===== src/rtl/wb_pkg.sv =====
// Shared definitions for the writeback/commit stage: exception codes,
// the esubcode width and the flush-control state encoding.
package wb_pkg;

    localparam int ESUBCODE_W = 9;

    localparam logic [5:0] ECODE_INT  = 6'h00;
    localparam logic [5:0] ECODE_ADEF = 6'h08;
    localparam logic [5:0] ECODE_ALE  = 6'h09;
    localparam logic [5:0] ECODE_SYS  = 6'h0B;
    localparam logic [5:0] ECODE_BRK  = 6'h0C;
    localparam logic [5:0] ECODE_INE  = 6'h0D;

    typedef enum logic {
        RUN  = 1'b0,
        HOLD = 1'b1
    } wb_state_e;

endpackage


===== src/rtl/wb_commit_stage_if.sv =====
// MEM -> WB instruction handoff. Every ms_* field rides with ms_to_ws_valid.
// An instruction moves into WB on a rising edge where ms_to_ws_valid and ws_allowin are both 1.
// MEM may drop or change its offer freely while ws_allowin is 0.
interface wb_commit_stage_if #(
    parameter int DATA_W  = 32,
    parameter int RF_AW   = 5,
    parameter int CSR_AW  = 14,
    parameter int ECODE_W = 6
);
    import wb_pkg::*;

    logic                  ms_to_ws_valid;
    logic [DATA_W-1:0]     ms_pc;
    logic                  ms_gr_we;
    logic [RF_AW-1:0]      ms_dest;
    logic [DATA_W-1:0]     ms_result;
    logic                  ms_csr_we;
    logic [CSR_AW-1:0]     ms_csr_num;
    logic [DATA_W-1:0]     ms_csr_wmask;
    logic [DATA_W-1:0]     ms_csr_wdata;
    logic                  ms_exc;
    logic [ECODE_W-1:0]    ms_ecode;
    logic [ESUBCODE_W-1:0] ms_esubcode;
    logic [DATA_W-1:0]     ms_badv;
    logic                  ms_ertn;
    logic                  ws_allowin;

    modport master (
        output ms_to_ws_valid, ms_pc, ms_gr_we, ms_dest, ms_result,
               ms_csr_we, ms_csr_num, ms_csr_wmask, ms_csr_wdata,
               ms_exc, ms_ecode, ms_esubcode, ms_badv, ms_ertn,
        input  ws_allowin
    );

    modport slave (
        input  ms_to_ws_valid, ms_pc, ms_gr_we, ms_dest, ms_result,
               ms_csr_we, ms_csr_num, ms_csr_wmask, ms_csr_wdata,
               ms_exc, ms_ecode, ms_esubcode, ms_badv, ms_ertn,
        output ws_allowin
    );

endinterface


===== src/rtl/wb_flush_ctrl.sv =====
// Trap sequencing: one flush pulse when a trapping instruction sits in WB,
// then FLUSH_HOLD cycles of blocked allowin so the front stages can drain.
module wb_flush_ctrl
    import wb_pkg::*;
#(
    parameter int FLUSH_HOLD = 1
) (
    input  logic      clk,
    input  logic      resetn,
    input  logic      trap,
    output logic      ws_flush,
    output logic      hold_allowin,
    output wb_state_e state
);

    localparam logic [3:0] HOLD_INIT = 4'(FLUSH_HOLD);

    wb_state_e  state_q, state_d;
    logic [3:0] cnt_q, cnt_d;

    always_ff @(posedge clk or negedge resetn) begin
        if (!resetn) begin
            state_q <= RUN;
            cnt_q   <= 4'd0;
        end else begin
            state_q <= state_d;
            cnt_q   <= cnt_d;
        end
    end

    always_comb begin
        state_d      = state_q;
        cnt_d        = cnt_q;
        ws_flush     = 1'b0;
        hold_allowin = (state_q == RUN);
        case (state_q)
            RUN: begin
                if (trap) begin
                    ws_flush = 1'b1;
                    // A zero hold length skips HOLD entirely.
                    if (HOLD_INIT != 4'd0) begin
                        state_d = HOLD;
                        cnt_d   = HOLD_INIT;
                    end
                end
            end
            HOLD: begin
                if (cnt_q <= 4'd1) begin
                    state_d = RUN;
                    cnt_d   = 4'd0;
                end else begin
                    cnt_d = cnt_q - 4'd1;
                end
            end
            default: begin
                state_d = RUN;
                cnt_d   = 4'd0;
            end
        endcase
    end

    assign state = state_q;

endmodule


===== src/rtl/wb_commit_stage.sv =====
// Writeback/commit stage: holds the retiring instruction, drives GPR/CSR writes,
// commits traps and ertn, and feeds ID forwarding and the trace-debug port.
module wb_commit_stage
    import wb_pkg::*;
#(
    parameter int DATA_W     = 32,
    parameter int RF_AW      = 5,
    parameter int CSR_AW     = 14,
    parameter int ECODE_W    = 6,
    parameter int FLUSH_HOLD = 1
) (
    input  logic                  clk,
    input  logic                  resetn,
    wb_commit_stage_if.slave      ms,
    output logic                  ws_flush,
    output logic                  ws_to_ds_valid,
    output logic [RF_AW-1:0]      ws_to_ds_dest,
    output logic [DATA_W-1:0]     ws_to_ds_result,
    output logic                  ws_to_ds_csr_busy,
    output logic                  rf_we,
    output logic [RF_AW-1:0]      rf_waddr,
    output logic [DATA_W-1:0]     rf_wdata,
    output logic                  csr_we,
    output logic [CSR_AW-1:0]     csr_num,
    output logic [DATA_W-1:0]     csr_wmask,
    output logic [DATA_W-1:0]     csr_wdata,
    output logic                  exc_commit,
    output logic [ECODE_W-1:0]    exc_ecode,
    output logic [ESUBCODE_W-1:0] exc_esubcode,
    output logic [DATA_W-1:0]     exc_pc,
    output logic [DATA_W-1:0]     exc_badv,
    output logic                  ertn_commit,
    output logic [DATA_W-1:0]     debug_wb_pc,
    output logic [DATA_W/8-1:0]   debug_wb_rf_we,
    output logic [RF_AW-1:0]      debug_wb_rf_wnum,
    output logic [DATA_W-1:0]     debug_wb_rf_wdata,
    output wb_state_e             dbg_state
);

    logic                  ws_valid;
    logic [DATA_W-1:0]     pc_q, result_q, csr_wmask_q, csr_wdata_q, badv_q;
    logic                  gr_we_q, csr_we_q, exc_q, ertn_q;
    logic [RF_AW-1:0]      dest_q;
    logic [CSR_AW-1:0]     csr_num_q;
    logic [ECODE_W-1:0]    ecode_q;
    logic [ESUBCODE_W-1:0] esubcode_q;
    logic                  trap, retire, hold_allowin, allowin;

    assign trap    = ws_valid & (exc_q | ertn_q);
    assign retire  = ws_valid & ~trap;
    assign allowin = hold_allowin & ~trap;
    assign ms.ws_allowin = allowin;

    wb_flush_ctrl #(.FLUSH_HOLD(FLUSH_HOLD)) u_flush_ctrl (
        .clk          (clk),
        .resetn       (resetn),
        .trap         (trap),
        .ws_flush     (ws_flush),
        .hold_allowin (hold_allowin),
        .state        (dbg_state)
    );

    always_ff @(posedge clk or negedge resetn) begin
        if (!resetn) begin
            ws_valid    <= 1'b0;
            pc_q        <= '0;
            gr_we_q     <= 1'b0;
            dest_q      <= '0;
            result_q    <= '0;
            csr_we_q    <= 1'b0;
            csr_num_q   <= '0;
            csr_wmask_q <= '0;
            csr_wdata_q <= '0;
            exc_q       <= 1'b0;
            ecode_q     <= '0;
            esubcode_q  <= '0;
            badv_q      <= '0;
            ertn_q      <= 1'b0;
        end else if (allowin) begin
            ws_valid <= ms.ms_to_ws_valid;
            if (ms.ms_to_ws_valid) begin
                pc_q        <= ms.ms_pc;
                gr_we_q     <= ms.ms_gr_we;
                dest_q      <= ms.ms_dest;
                result_q    <= ms.ms_result;
                csr_we_q    <= ms.ms_csr_we;
                csr_num_q   <= ms.ms_csr_num;
                csr_wmask_q <= ms.ms_csr_wmask;
                csr_wdata_q <= ms.ms_csr_wdata;
                exc_q       <= ms.ms_exc;
                ecode_q     <= ms.ms_ecode;
                esubcode_q  <= ms.ms_esubcode;
                badv_q      <= ms.ms_badv;
                ertn_q      <= ms.ms_ertn;
            end
        end else if (trap) begin
            ws_valid <= 1'b0;
        end
    end

    // A trapping instruction writes nothing; exc takes priority over ertn.
    assign rf_we       = retire & gr_we_q;
    assign rf_waddr    = dest_q;
    assign rf_wdata    = result_q;
    assign csr_we      = retire & csr_we_q;
    assign csr_num     = csr_num_q;
    assign csr_wmask   = csr_wmask_q;
    assign csr_wdata   = csr_wdata_q;
    assign exc_commit  = ws_flush & exc_q;
    assign ertn_commit = ws_flush & ~exc_q & ertn_q;

    assign exc_ecode    = exc_commit ? ecode_q    : '0;
    assign exc_esubcode = exc_commit ? esubcode_q : '0;
    assign exc_pc       = exc_commit ? pc_q       : '0;
    assign exc_badv     = exc_commit ? badv_q     : '0;

    // r0 writes still reach the RF but must never be forwarded.
    assign ws_to_ds_valid    = rf_we & (dest_q != '0);
    assign ws_to_ds_dest     = ws_to_ds_valid ? dest_q   : '0;
    assign ws_to_ds_result   = ws_to_ds_valid ? result_q : '0;
    assign ws_to_ds_csr_busy = ws_valid & (csr_we_q | exc_q | ertn_q);

    assign debug_wb_pc       = retire ? pc_q : '0;
    assign debug_wb_rf_we    = {(DATA_W/8){rf_we}};
    assign debug_wb_rf_wnum  = rf_we ? dest_q   : '0;
    assign debug_wb_rf_wdata = rf_we ? result_q : '0;

endmodule


===== src/flat_wrapper.sv =====
// flat-port wrapper written by rule: the top's interface ports become plain ports
module wb_commit_stage_flat import wb_pkg::*;
#(
    parameter int DATA_W     = 32,
    parameter int RF_AW      = 5,
    parameter int CSR_AW     = 14,
    parameter int ECODE_W    = 6,
    parameter int FLUSH_HOLD = 1
)
  (clk, resetn, ws_flush, ws_to_ds_valid, ws_to_ds_dest, ws_to_ds_result, ws_to_ds_csr_busy, rf_we, rf_waddr, rf_wdata, csr_we, csr_num, csr_wmask, csr_wdata, exc_commit, exc_ecode, exc_esubcode, exc_pc, exc_badv, ertn_commit, debug_wb_pc, debug_wb_rf_we, debug_wb_rf_wnum, debug_wb_rf_wdata, dbg_state, ms_ms_to_ws_valid, ms_ms_pc, ms_ms_gr_we, ms_ms_dest, ms_ms_result, ms_ms_csr_we, ms_ms_csr_num, ms_ms_csr_wmask, ms_ms_csr_wdata, ms_ms_exc, ms_ms_ecode, ms_ms_esubcode, ms_ms_badv, ms_ms_ertn, ms_ws_allowin);
  wb_commit_stage_if #(.DATA_W(DATA_W), .RF_AW(RF_AW), .CSR_AW(CSR_AW), .ECODE_W(ECODE_W)) ms_i ();
  input  logic clk;
  input  logic resetn;
  output logic ws_flush;
  output logic ws_to_ds_valid;
  output logic [RF_AW-1:0] ws_to_ds_dest;
  output logic [DATA_W-1:0] ws_to_ds_result;
  output logic ws_to_ds_csr_busy;
  output logic rf_we;
  output logic [RF_AW-1:0] rf_waddr;
  output logic [DATA_W-1:0] rf_wdata;
  output logic csr_we;
  output logic [CSR_AW-1:0] csr_num;
  output logic [DATA_W-1:0] csr_wmask;
  output logic [DATA_W-1:0] csr_wdata;
  output logic exc_commit;
  output logic [ECODE_W-1:0] exc_ecode;
  output logic [ESUBCODE_W-1:0] exc_esubcode;
  output logic [DATA_W-1:0] exc_pc;
  output logic [DATA_W-1:0] exc_badv;
  output logic ertn_commit;
  output logic [DATA_W-1:0] debug_wb_pc;
  output logic [DATA_W/8-1:0] debug_wb_rf_we;
  output logic [RF_AW-1:0] debug_wb_rf_wnum;
  output logic [DATA_W-1:0] debug_wb_rf_wdata;
  output wb_state_e dbg_state;
  input wire logic [$bits(ms_i.ms_to_ws_valid)-1:0] ms_ms_to_ws_valid;
  input wire logic [$bits(ms_i.ms_pc)-1:0] ms_ms_pc;
  input wire logic [$bits(ms_i.ms_gr_we)-1:0] ms_ms_gr_we;
  input wire logic [$bits(ms_i.ms_dest)-1:0] ms_ms_dest;
  input wire logic [$bits(ms_i.ms_result)-1:0] ms_ms_result;
  input wire logic [$bits(ms_i.ms_csr_we)-1:0] ms_ms_csr_we;
  input wire logic [$bits(ms_i.ms_csr_num)-1:0] ms_ms_csr_num;
  input wire logic [$bits(ms_i.ms_csr_wmask)-1:0] ms_ms_csr_wmask;
  input wire logic [$bits(ms_i.ms_csr_wdata)-1:0] ms_ms_csr_wdata;
  input wire logic [$bits(ms_i.ms_exc)-1:0] ms_ms_exc;
  input wire logic [$bits(ms_i.ms_ecode)-1:0] ms_ms_ecode;
  input wire logic [$bits(ms_i.ms_esubcode)-1:0] ms_ms_esubcode;
  input wire logic [$bits(ms_i.ms_badv)-1:0] ms_ms_badv;
  input wire logic [$bits(ms_i.ms_ertn)-1:0] ms_ms_ertn;
  output wire logic [$bits(ms_i.ws_allowin)-1:0] ms_ws_allowin;
  assign ms_i.ms_to_ws_valid = ms_ms_to_ws_valid;
  assign ms_i.ms_pc = ms_ms_pc;
  assign ms_i.ms_gr_we = ms_ms_gr_we;
  assign ms_i.ms_dest = ms_ms_dest;
  assign ms_i.ms_result = ms_ms_result;
  assign ms_i.ms_csr_we = ms_ms_csr_we;
  assign ms_i.ms_csr_num = ms_ms_csr_num;
  assign ms_i.ms_csr_wmask = ms_ms_csr_wmask;
  assign ms_i.ms_csr_wdata = ms_ms_csr_wdata;
  assign ms_i.ms_exc = ms_ms_exc;
  assign ms_i.ms_ecode = ms_ms_ecode;
  assign ms_i.ms_esubcode = ms_ms_esubcode;
  assign ms_i.ms_badv = ms_ms_badv;
  assign ms_i.ms_ertn = ms_ms_ertn;
  assign ms_ws_allowin = ms_i.ws_allowin;
  wb_commit_stage #(.DATA_W(DATA_W), .RF_AW(RF_AW), .CSR_AW(CSR_AW), .ECODE_W(ECODE_W), .FLUSH_HOLD(FLUSH_HOLD)) u_core (.clk(clk), .resetn(resetn), .ms(ms_i), .ws_flush(ws_flush), .ws_to_ds_valid(ws_to_ds_valid), .ws_to_ds_dest(ws_to_ds_dest), .ws_to_ds_result(ws_to_ds_result), .ws_to_ds_csr_busy(ws_to_ds_csr_busy), .rf_we(rf_we), .rf_waddr(rf_waddr), .rf_wdata(rf_wdata), .csr_we(csr_we), .csr_num(csr_num), .csr_wmask(csr_wmask), .csr_wdata(csr_wdata), .exc_commit(exc_commit), .exc_ecode(exc_ecode), .exc_esubcode(exc_esubcode), .exc_pc(exc_pc), .exc_badv(exc_badv), .ertn_commit(ertn_commit), .debug_wb_pc(debug_wb_pc), .debug_wb_rf_we(debug_wb_rf_we), .debug_wb_rf_wnum(debug_wb_rf_wnum), .debug_wb_rf_wdata(debug_wb_rf_wdata), .dbg_state(dbg_state));
endmodule

===== config.mk =====
export PLATFORM = sky130hd
export DESIGN_NAME = wb_commit_stage_flat
export DESIGN_NICKNAME = d
export VERILOG_FILES = /design/src/rtl/wb_pkg.sv /design/src/rtl/wb_commit_stage_if.sv /design/src/rtl/wb_flush_ctrl.sv /design/src/rtl/wb_commit_stage.sv /design/src/flat_wrapper.sv
export SDC_FILE = /design/constraint.sdc
export NUM_CORES = 1
export LEC_CHECK = 0
export BUFFER_PORTS_ARGS = -buffer_cell sky130_fd_sc_hd__buf_2
export CAP_MARGIN = 5
export CELL_PAD_IN_SITES_DETAIL_PLACEMENT = 0
export CELL_PAD_IN_SITES_GLOBAL_PLACEMENT = 1
export CORE_AREA = 3 3 199 201
export DETAILED_ROUTE_END_ITERATION = 10
export DIE_AREA = 0 0 202 204
export PLACE_DENSITY_LB_ADDON = 0.3
export SLEW_MARGIN = 0
export SYNTH_ARGS = -nofsm -noshare
export SYNTH_HDL_FRONTEND = slang
export SYNTH_SLANG_ARGS = --single-unit
export TNS_END_PERCENT = 50

===== constraint.sdc =====
create_clock -name clk -period 4.5 [get_ports clk]
set_clock_uncertainty 0.1 [all_clocks]
set_input_delay 0.45 -clock clk [delete_from_list [all_inputs] [get_ports clk]]
set_output_delay 0.45 -clock clk [all_outputs]
set_load 0.1 [all_outputs]

## After elaboration in Yosys (flattened, before gate mapping)

Cells that the tools add are included.

| operators by class | value |
|---|---|
| bitwise gates (word level) | 16 |
| reductions and logical operators | 3 |
| $lt $le $gt $ge | 1 |
| add/sub/neg operators | 1 |
| eq/ne operators | 1 |
| muxes and demuxes | 18 |

Operator list:

| operator | number |
|---|---|
| $mux W32 | 5 |
| $and A1 B1 Y1 | 10 |
| $mux W5 | 2 |
| $mux W9 | 1 |
| $mux W4 | 2 |
| $pmux W4 S2 | 1 |
| $mux W6 | 1 |
| $mux W1 | 5 |
| $reduce_bool A5 Y1 | 1 |
| $le A4 B1 Y1 const B | 1 |
| $sub A4 B1 Y4 const B | 1 |
| $not A1 Y1 | 3 |
| $or A1 B1 Y1 | 3 |
| $ne A2 B1 Y1 const B | 1 |
| $pmux W1 S2 | 1 |
| $reduce_and A2 Y1 | 1 |
| $reduce_bool A2 Y1 | 1 |

| word-level totals | value |
|---|---|
| input port bits | 201 |
| register bits after elaboration | 204 |
| output and inout bits | 313 |
| word-level logic and storage cells | 56 |

## Logic depth before layout (Yosys ltp)

Gate-level depths: netlist of run 1.

| depth | value |
|---|---|
| depth in word-level cells | 7 |
| gate-level depth with buffers | 6 |
| gate-level depth less buffers | 5 |

## Cells and area by module

From an unflattened synthesis of run 1, not the netlist that was laid out.

| unflattened totals | value |
|---|---|
| cells, all modules | 687 |
| area total of the unflattened synthesis | 9157.5 um^2 |

By module, submodules not included:

| module | seq. area each (um^2) | area each (um^2) | cells each | instances |
|---|---|---|---|---|
| wb_commit_stage | 4979.8 | 8883.5 | 660 | 1 |
| wb_flush_ctrl | 125.1 | 274.0 | 27 | 1 |

## Worst setup path before layout of run 1

Ideal clock, no wire load.

| path | value |
|---|---|
| path type | reg-to-output |
| from | reg u_core.u_flush_ctrl.state_q (netlist: u_core.u_flush_ctrl.state) |
| to | out ertn_commit |
| slack | 0.587 ns |
| stages on the path, launching flop included | 3 |
| buffers on the path | 0 |
| arrival time | 3.363 ns |
| cells stage by stage | dfrtp_1 nand2b_1 nor3b_1 |

| between the ends | value |
|---|---|
| longest elaborated chain between the ends | 3 |

RTL lines:

| element | line | source |
|---|---|---|
| start: declaration | wb_flush_ctrl.sv:18 | `wb_state_e state_q, state_d;` |
| start signal: assignment | wb_flush_ctrl.sv:26 | `state_q <= state_d;` |
| $mux W1 | wb_flush_ctrl.sv:36 | `case (state_q)` |
| $and A1 B1 Y1 (2 in a row) | wb_commit_stage.sv:110 | `assign ertn_commit = ws_flush & ~exc_q & ertn_q;` |
| end: declaration | flat_wrapper.sv:31 | `output logic ertn_commit;` |

Every way passes these cells.

## Final worst setup path of run 1

| path | value |
|---|---|
| from | reg u_core.ws_valid |
| to | out ws_to_ds_result[0] |

| between the ends | value |
|---|---|
| longest elaborated chain between the ends | 6 |

RTL lines:

| element | line | source |
|---|---|---|
| start: declaration | wb_commit_stage.sv:40 | `logic ws_valid;` |
| start signal: assignment | wb_commit_stage.sv:80 | `ws_valid <= ms.ms_to_ws_valid;` |
| $and A1 B1 Y1 | wb_commit_stage.sv:49 | `assign trap = ws_valid & (exc_q \| ertn_q);` |
| $not A1 Y1 | wb_commit_stage.sv:50 | `assign retire = ws_valid & ~trap;` |
| $and A1 B1 Y1 (*) | wb_commit_stage.sv:50 |  |
| $and A1 B1 Y1 (*) | wb_commit_stage.sv:102 | `assign rf_we = retire & gr_we_q;` |
| $and A1 B1 Y1 (*) | wb_commit_stage.sv:118 | `assign ws_to_ds_valid = rf_we & (dest_q != '0);` |
| $mux W32 (*) | wb_commit_stage.sv:120 | `assign ws_to_ds_result = ws_to_ds_valid ? result_q : '0;` |
| end: declaration | flat_wrapper.sv:17 | `output logic [DATA_W-1:0] ws_to_ds_result;` |

Mark *: on every way between the ends. The rest lies on a longest branch, timed or not.

==> summary.txt, run 1 <==
H-tree lvl count -> 1
Critical Path AT -> 3080 ps
Setup Fix Bufs, Post-CTS -> 0
Final min period -> 3632 ps
Port Buffers -> 513
Largest cells by area after synthesis -> dfrtp_1, mux2_4, and2_1
Post-route ant nets -> 0
DRC -> 0
Highest Signal Layer -> met5
Cell chosen for the clock root -> clkbuf_16
Critical path's slowest cell -> o21a_1
Yosys top cell by area -> dfrtp_1
Most frequent cell after synthesis -> dfrtp_1
WL met3 -> 1976 um
Post-synthesis cell type count -> 28
Initial antenna violation count -> 4
CP Data Required Time -> 3950 ps
Clk buf depth -> 3
Top-area cell type share of the netlist area -> 0.5356
Total gr overflow -> 0
CP cell instances -> and4bb_2 > buf_4 > o21a_1 > and2_1 > buf_2
Fin Setup TNS -> 0 ps
Post-layout net count -> 1384
Critical path class -> reg -> out
Final wirelength -> 30230 um
CP Buf/Inv Count -> 2
Post-synthesis cell count -> 673
FMAX -> 275.3 MHz
Main synth FF type -> dfrtp_1
Hpwl dp -> 22160 um
First-pass GRT wire length -> 45310 um
Status -> finished clean
Placer Congestion -> 0.7558
Endpoints failing hold -> 0
CP max stage delay -> 760 ps
First-pass detailed-route iteration total -> 4
Vias in the first global route -> 7229
CP Launch Type -> register
Pins over their slew limit -> 0
Core area -> 37760 um2
Inserted Clock Buffers -> 26
Synth Cell Area -> 9532 um2
Die Ht -> 204 um
DRT met1 WL -> 12580 um
RSZ-0062 raised after global routing -> false
Total number of vias -> 6944
Met2 routed WL -> 14920 um
Setup-failing EPs final -> 0
Die width -> 202 um
Worst-skew pair later-pin latency -> 530 ps
TritonCTS clock tree -> done
Ys async rst share -> 1.000
Initial drt markers -> 237
WL per Instance -> 17.62 um
Critical Path End Type -> primary output
Number of flops mapped to enable cells by yosys -> 0
Final period util -> 0.8071
Post-synthesis sequential area ratio -> 0.5356
Avg Cell Area, Syn -> 14.16 um2
Commonest cells post-synth -> dfrtp_1, and2_1, mux2_4
Warnings from Yosys -> 0
Register bit total from synthesis -> 204
Share of cells above drive strength 1 -> 0.6420
Worst hold path type -> in -> reg
CP top delay family -> compound AO/OA/AOI/OAI gates
Initial Util -> 0.2525
Clk pin slew, worst setup/hold paths -> 60 ps
CTS sink cnt -> 204
CP max FO -> 47
Synthesized Nets -> 876
Boundary Pins -> 514
Least-Margin Pin Slew -> 990.0 ps
Via-per-instance ratio -> 4.049
DIE AREA -> 41210 um2
Num rows -> 71
Max-cap violations -> 0
Largest net degree at the start of global routing -> 104
Area delta synth->final -> 41.90%
Rel. slew slack -> 0.3400
GRT Total Usage -> 0.1389
routing by layer:
layer	track usage	vias up
met4	0.04211	4
met2	0.2370	262
met3	0.03265	47
met5	0	-
li1	-	3266
met1	0.1754	3365
final timing paths:
| check | slack, ps | end | from | cells past startpoint |
|---|---|---|---|---|
| max reg2reg | 1880 | u_core.csr_wdata[0] | u_core.u_flush_ctrl.state | 4 |
| min | 50 | u_core.pc_q[25] | ms_ms_pc[25] | 2 |
| min in group asynchronous | 500 | u_core.csr_wdata[29] | resetn | 2 |
| max | 870 | ws_to_ds_result[0] | u_core.ws_valid | 5 |
| max in group asynchronous | 2840 | u_core.csr_wdata[4] | resetn | 3 |
| min reg2reg | 390 | u_core.ecode_q[0] | u_core.ecode_q[0] | 1 |
cell usage in the layout, fill, tap and decap left out, types with 3 or more instances in the layout:
master and count:
inv_1 3, clkinv_2 5, diode_2 3, clkinvlp_4 4, dfrtp_1 204, mux2_4 129, nand2_1 7, o21ai_0 5
buf_4 7, nor2_1 3, clkbuf_16 27, clkbuf_8 9, mux2_2 67, buf_12 5, buf_2 512, and2_1 185
per-stage QoR:
step / cell area (um2) / hold WS (ps) / worst slack, ps / instances / util
finish: 13530 / 46.54 / 868.0 / 1715 / 0.3582
global route: 13520 / 9.204 / 544.0 / 1714 / 0.3582
CTS: 13520 / 1.078 / 808.6 / 1712 / 0.3580
detailed placement: 12600 / 383.0 / 1411 / 1663 / 0.3337
global placement: 12600 / 378.7 / 1445 / 1663 / 0.3337
floorplan: 9532 / 54.41 / 587.0 / 673 / -
state kept, by name (all words and copies together), names as in the netlist:
name / cells
u_core.ecode_q: 6
u_core.pc_q: 32
u_core.csr_wmask: 32
u_core.csr_num: 14
u_core.csr_we_q: 1
u_core.u_flush_ctrl.state: 1
u_core.u_flush_ctrl.cnt_q: 4
u_core.ws_valid: 1
u_core.badv_q: 32
u_core.exc_q: 1
u_core.gr_we_q: 1
u_core.ertn_q: 1
u_core.esubcode_q: 9
u_core.rf_waddr: 5
u_core.csr_wdata: 32
u_core.rf_wdata: 32
cells by family (layout without fill, tap and decap cells):
| family | Yosys count | after routing | synth area share |
|---|---|---|---|
| flip-flops | 204 | 204 | 0.5356 |
| AND/OR/NAND/NOR | 206 | 206 | 0.1336 |
| AO/OA/AOI/OAI | 15 | 15 | 0.01011 |
| other | 0 | 3 | 0 |
| XOR/XNOR | 1 | 1 | 0.0009190 |
| adder cells (fa/ha/maj) | 2 | 2 | 0.002625 |
| multiplexers | 196 | 196 | 0.2824 |
| buffers and inverters | 49 | 577 | 0.03479 |
worst register-to-register path, stage by stage (launching register included):
cell and delay, ps:
dfrtp_1 490, nand2b_1 250, a21o_4 750, buf_4 570
mux2_4 350
what timing repair did:
action	in CTS	in global routing
endpoints found under the hold margin	101	0
hold buffers	1	0
resized for setup	0	0
setup endpoints to repair	0	0
layout make-up:
class | instances | area [um2]
tap | 511 | 639.4
multi-input combinational | 420 | 4115
timing repair buffer | 526 | 2739
sequential | 204 | 5105
antenna | 3 | 7.507
clock inverter | 11 | 115.1
inverter | 3 | 11.26
clock buffer | 37 | 793.3
fill | 3839 | 24230
Power of run 1 is not shown: default switching activity piles up to over one toggle a cycle in this logic, so the estimate is an artifact.
==> inputs of run 2 (changes only) <==
Clock period 4.5 ns to 3.5 ns, I/O delays scaled along.
==> run 2 against run 1 <==
Global-route usage is 0.93 points higher; design area rose by 14%; hold slack improved by 120 ps; register-to-register slack lost 700 ps; critical endpoint is now ws_to_ds_result[16].
==> summary.txt, run 2 (synthesized netlist as in run 1, its figures left out) <==
Status -> finished clean
Final wirelength -> 31650 um
Critical Path AT -> 2720 ps
Boundary Pins -> 514
First-pass detailed-route iteration total -> 4
FMAX -> 315.8 MHz
Initial antenna violation count -> 1
Resized Gates After CTS -> 0
Critical path class -> reg -> out
Share of cells above drive strength 1 -> 0.5472
Via-per-instance ratio -> 4.042
Least-Margin Pin Slew -> 910.0 ps
Max-cap violations -> 0
Initial Util -> 0.2525
CP max FO -> 33
Post-Layout Cell Count -> 1910
CTS Hold Bufs -> 198
DIE AREA -> 41210 um2
Initial drt markers -> 249
Die Ht -> 204 um
Critical Path End Type -> primary output
Final period util -> 0.9047
WL per Instance -> 16.57 um
Pins over their slew limit -> 0
Fill cells -> 3681
Final min period -> 3167 ps
Placer Congestion -> 0.7744
Vias in the first global route -> 8496
TritonCTS clock tree -> done
Clk pin slew, worst setup/hold paths -> 60 ps
Die width -> 202 um
Endpoints failing hold -> 0
Cell chosen for the clock root -> clkbuf_16
Fin Setup TNS -> 0 ps
CP Data Required Time -> 3050 ps
Post-route ant nets -> 0
Core area -> 37760 um2
Post-layout net count -> 1584
Area delta synth->final -> 61.50%
H-tree lvl count -> 1
Placed insts -> 1667
Worst hold path type -> in -> reg
CTS sink cnt -> 204
Inserted Clock Buffers -> 24
Total number of vias -> 7720
First-pass GRT wire length -> 49160 um
DRC -> 0
Worst-skew pair later-pin latency -> 510 ps
Total gr overflow -> 0
Num rows -> 71
Largest net degree at the start of global routing -> 81
Leading cell type in the layout, fill and taps excluded -> buf_2
Most frequent cells in the layout -> buf_2, dfrtp_1, dlygate4sd3_1
Hpwl dp -> 22700 um
Setup Fix Bufs, Post-CTS -> 0
GRT Total Usage -> 0.1482
Clk buf depth -> 3
Port Buffers -> 513
Rel. slew slack -> 0.3933
Setup-failing EPs final -> 0
CP Launch Type -> register
RSZ-0062 raised after global routing -> false
[run 2: cell types whose count changed in the layout (fill, tap and decap cells not counted), sizes merged]
cell	previous run	this run
bufinv	2	1
dlygate4sd3	1	199
clkinv	5	8
clkinvlp	4	0
clkbuf	38	35
buf	524	528
diode	3	1
[run 2: critical path, stage by stage (launching register included)]
cell,delay (ps)
dfrtp_1,460
and4bb_2,340
o21a_1,720
and2_1,230
buf_2,430
[run 2: path summary, 6_finish.rpt]
path,from,end,slack (ps),cells after the start
worst max-delay path,u_core.exc_q,ws_to_ds_result[16],330,4
worst min-delay path,ms_ms_to_ws_valid,u_core.exc_q,160,3
worst max register to register,u_core.exc_q,u_core.csr_wmask[18],1180,4
worst min register to register,u_core.badv_q[24],u_core.badv_q[24],400,1
max in group asynchronous,resetn,u_core.csr_num[10],2190,3
min in group asynchronous,resetn,u_core.rf_wdata[18],350,2
[run 2: metal layers]
metal	up-vias	part of all wire	global-route usage
li1	3655	-	-
met5	-	0	0
met4	0	0.029	0.04386
met1	3732	0.42	0.1875
met2	280	0.50	0.2575
met3	53	0.058	0.02899
[run 2: per-stage QoR]
step	hold slack [ps]	utilization	setup slack, ps	cell area, um2
after global routing	169.4	0.4077	95.55	15390
after floorplan	-45.59	-	-131.3	9538
after detailed placement	338.9	0.3353	886.2	12660
after CTS	2.707	0.4074	318.5	15380
final	164.7	0.4077	333.4	15390
after global placement	343.0	0.3353	935.2	12660
[run 2: cell type report]
| type | instances | area [um2] | share of cell area |
|---|---|---|---|
| antenna | 1 | 2.502 | 0.0001626 |
| clock buffer | 34 | 669.4 | 0.04349 |
| clock inverter | 9 | 70.07 | 0.004552 |
| inverter | 3 | 11.26 | 0.0007315 |
| multi-input combinational | 420 | 4120 | 0.2677 |
| sequential | 204 | 5105 | 0.3316 |
| tap | 511 | 639.4 | 0.04153 |
| timing repair buffer | 728 | 4776 | 0.3102 |
Power of run 2 is left out for the same reason.
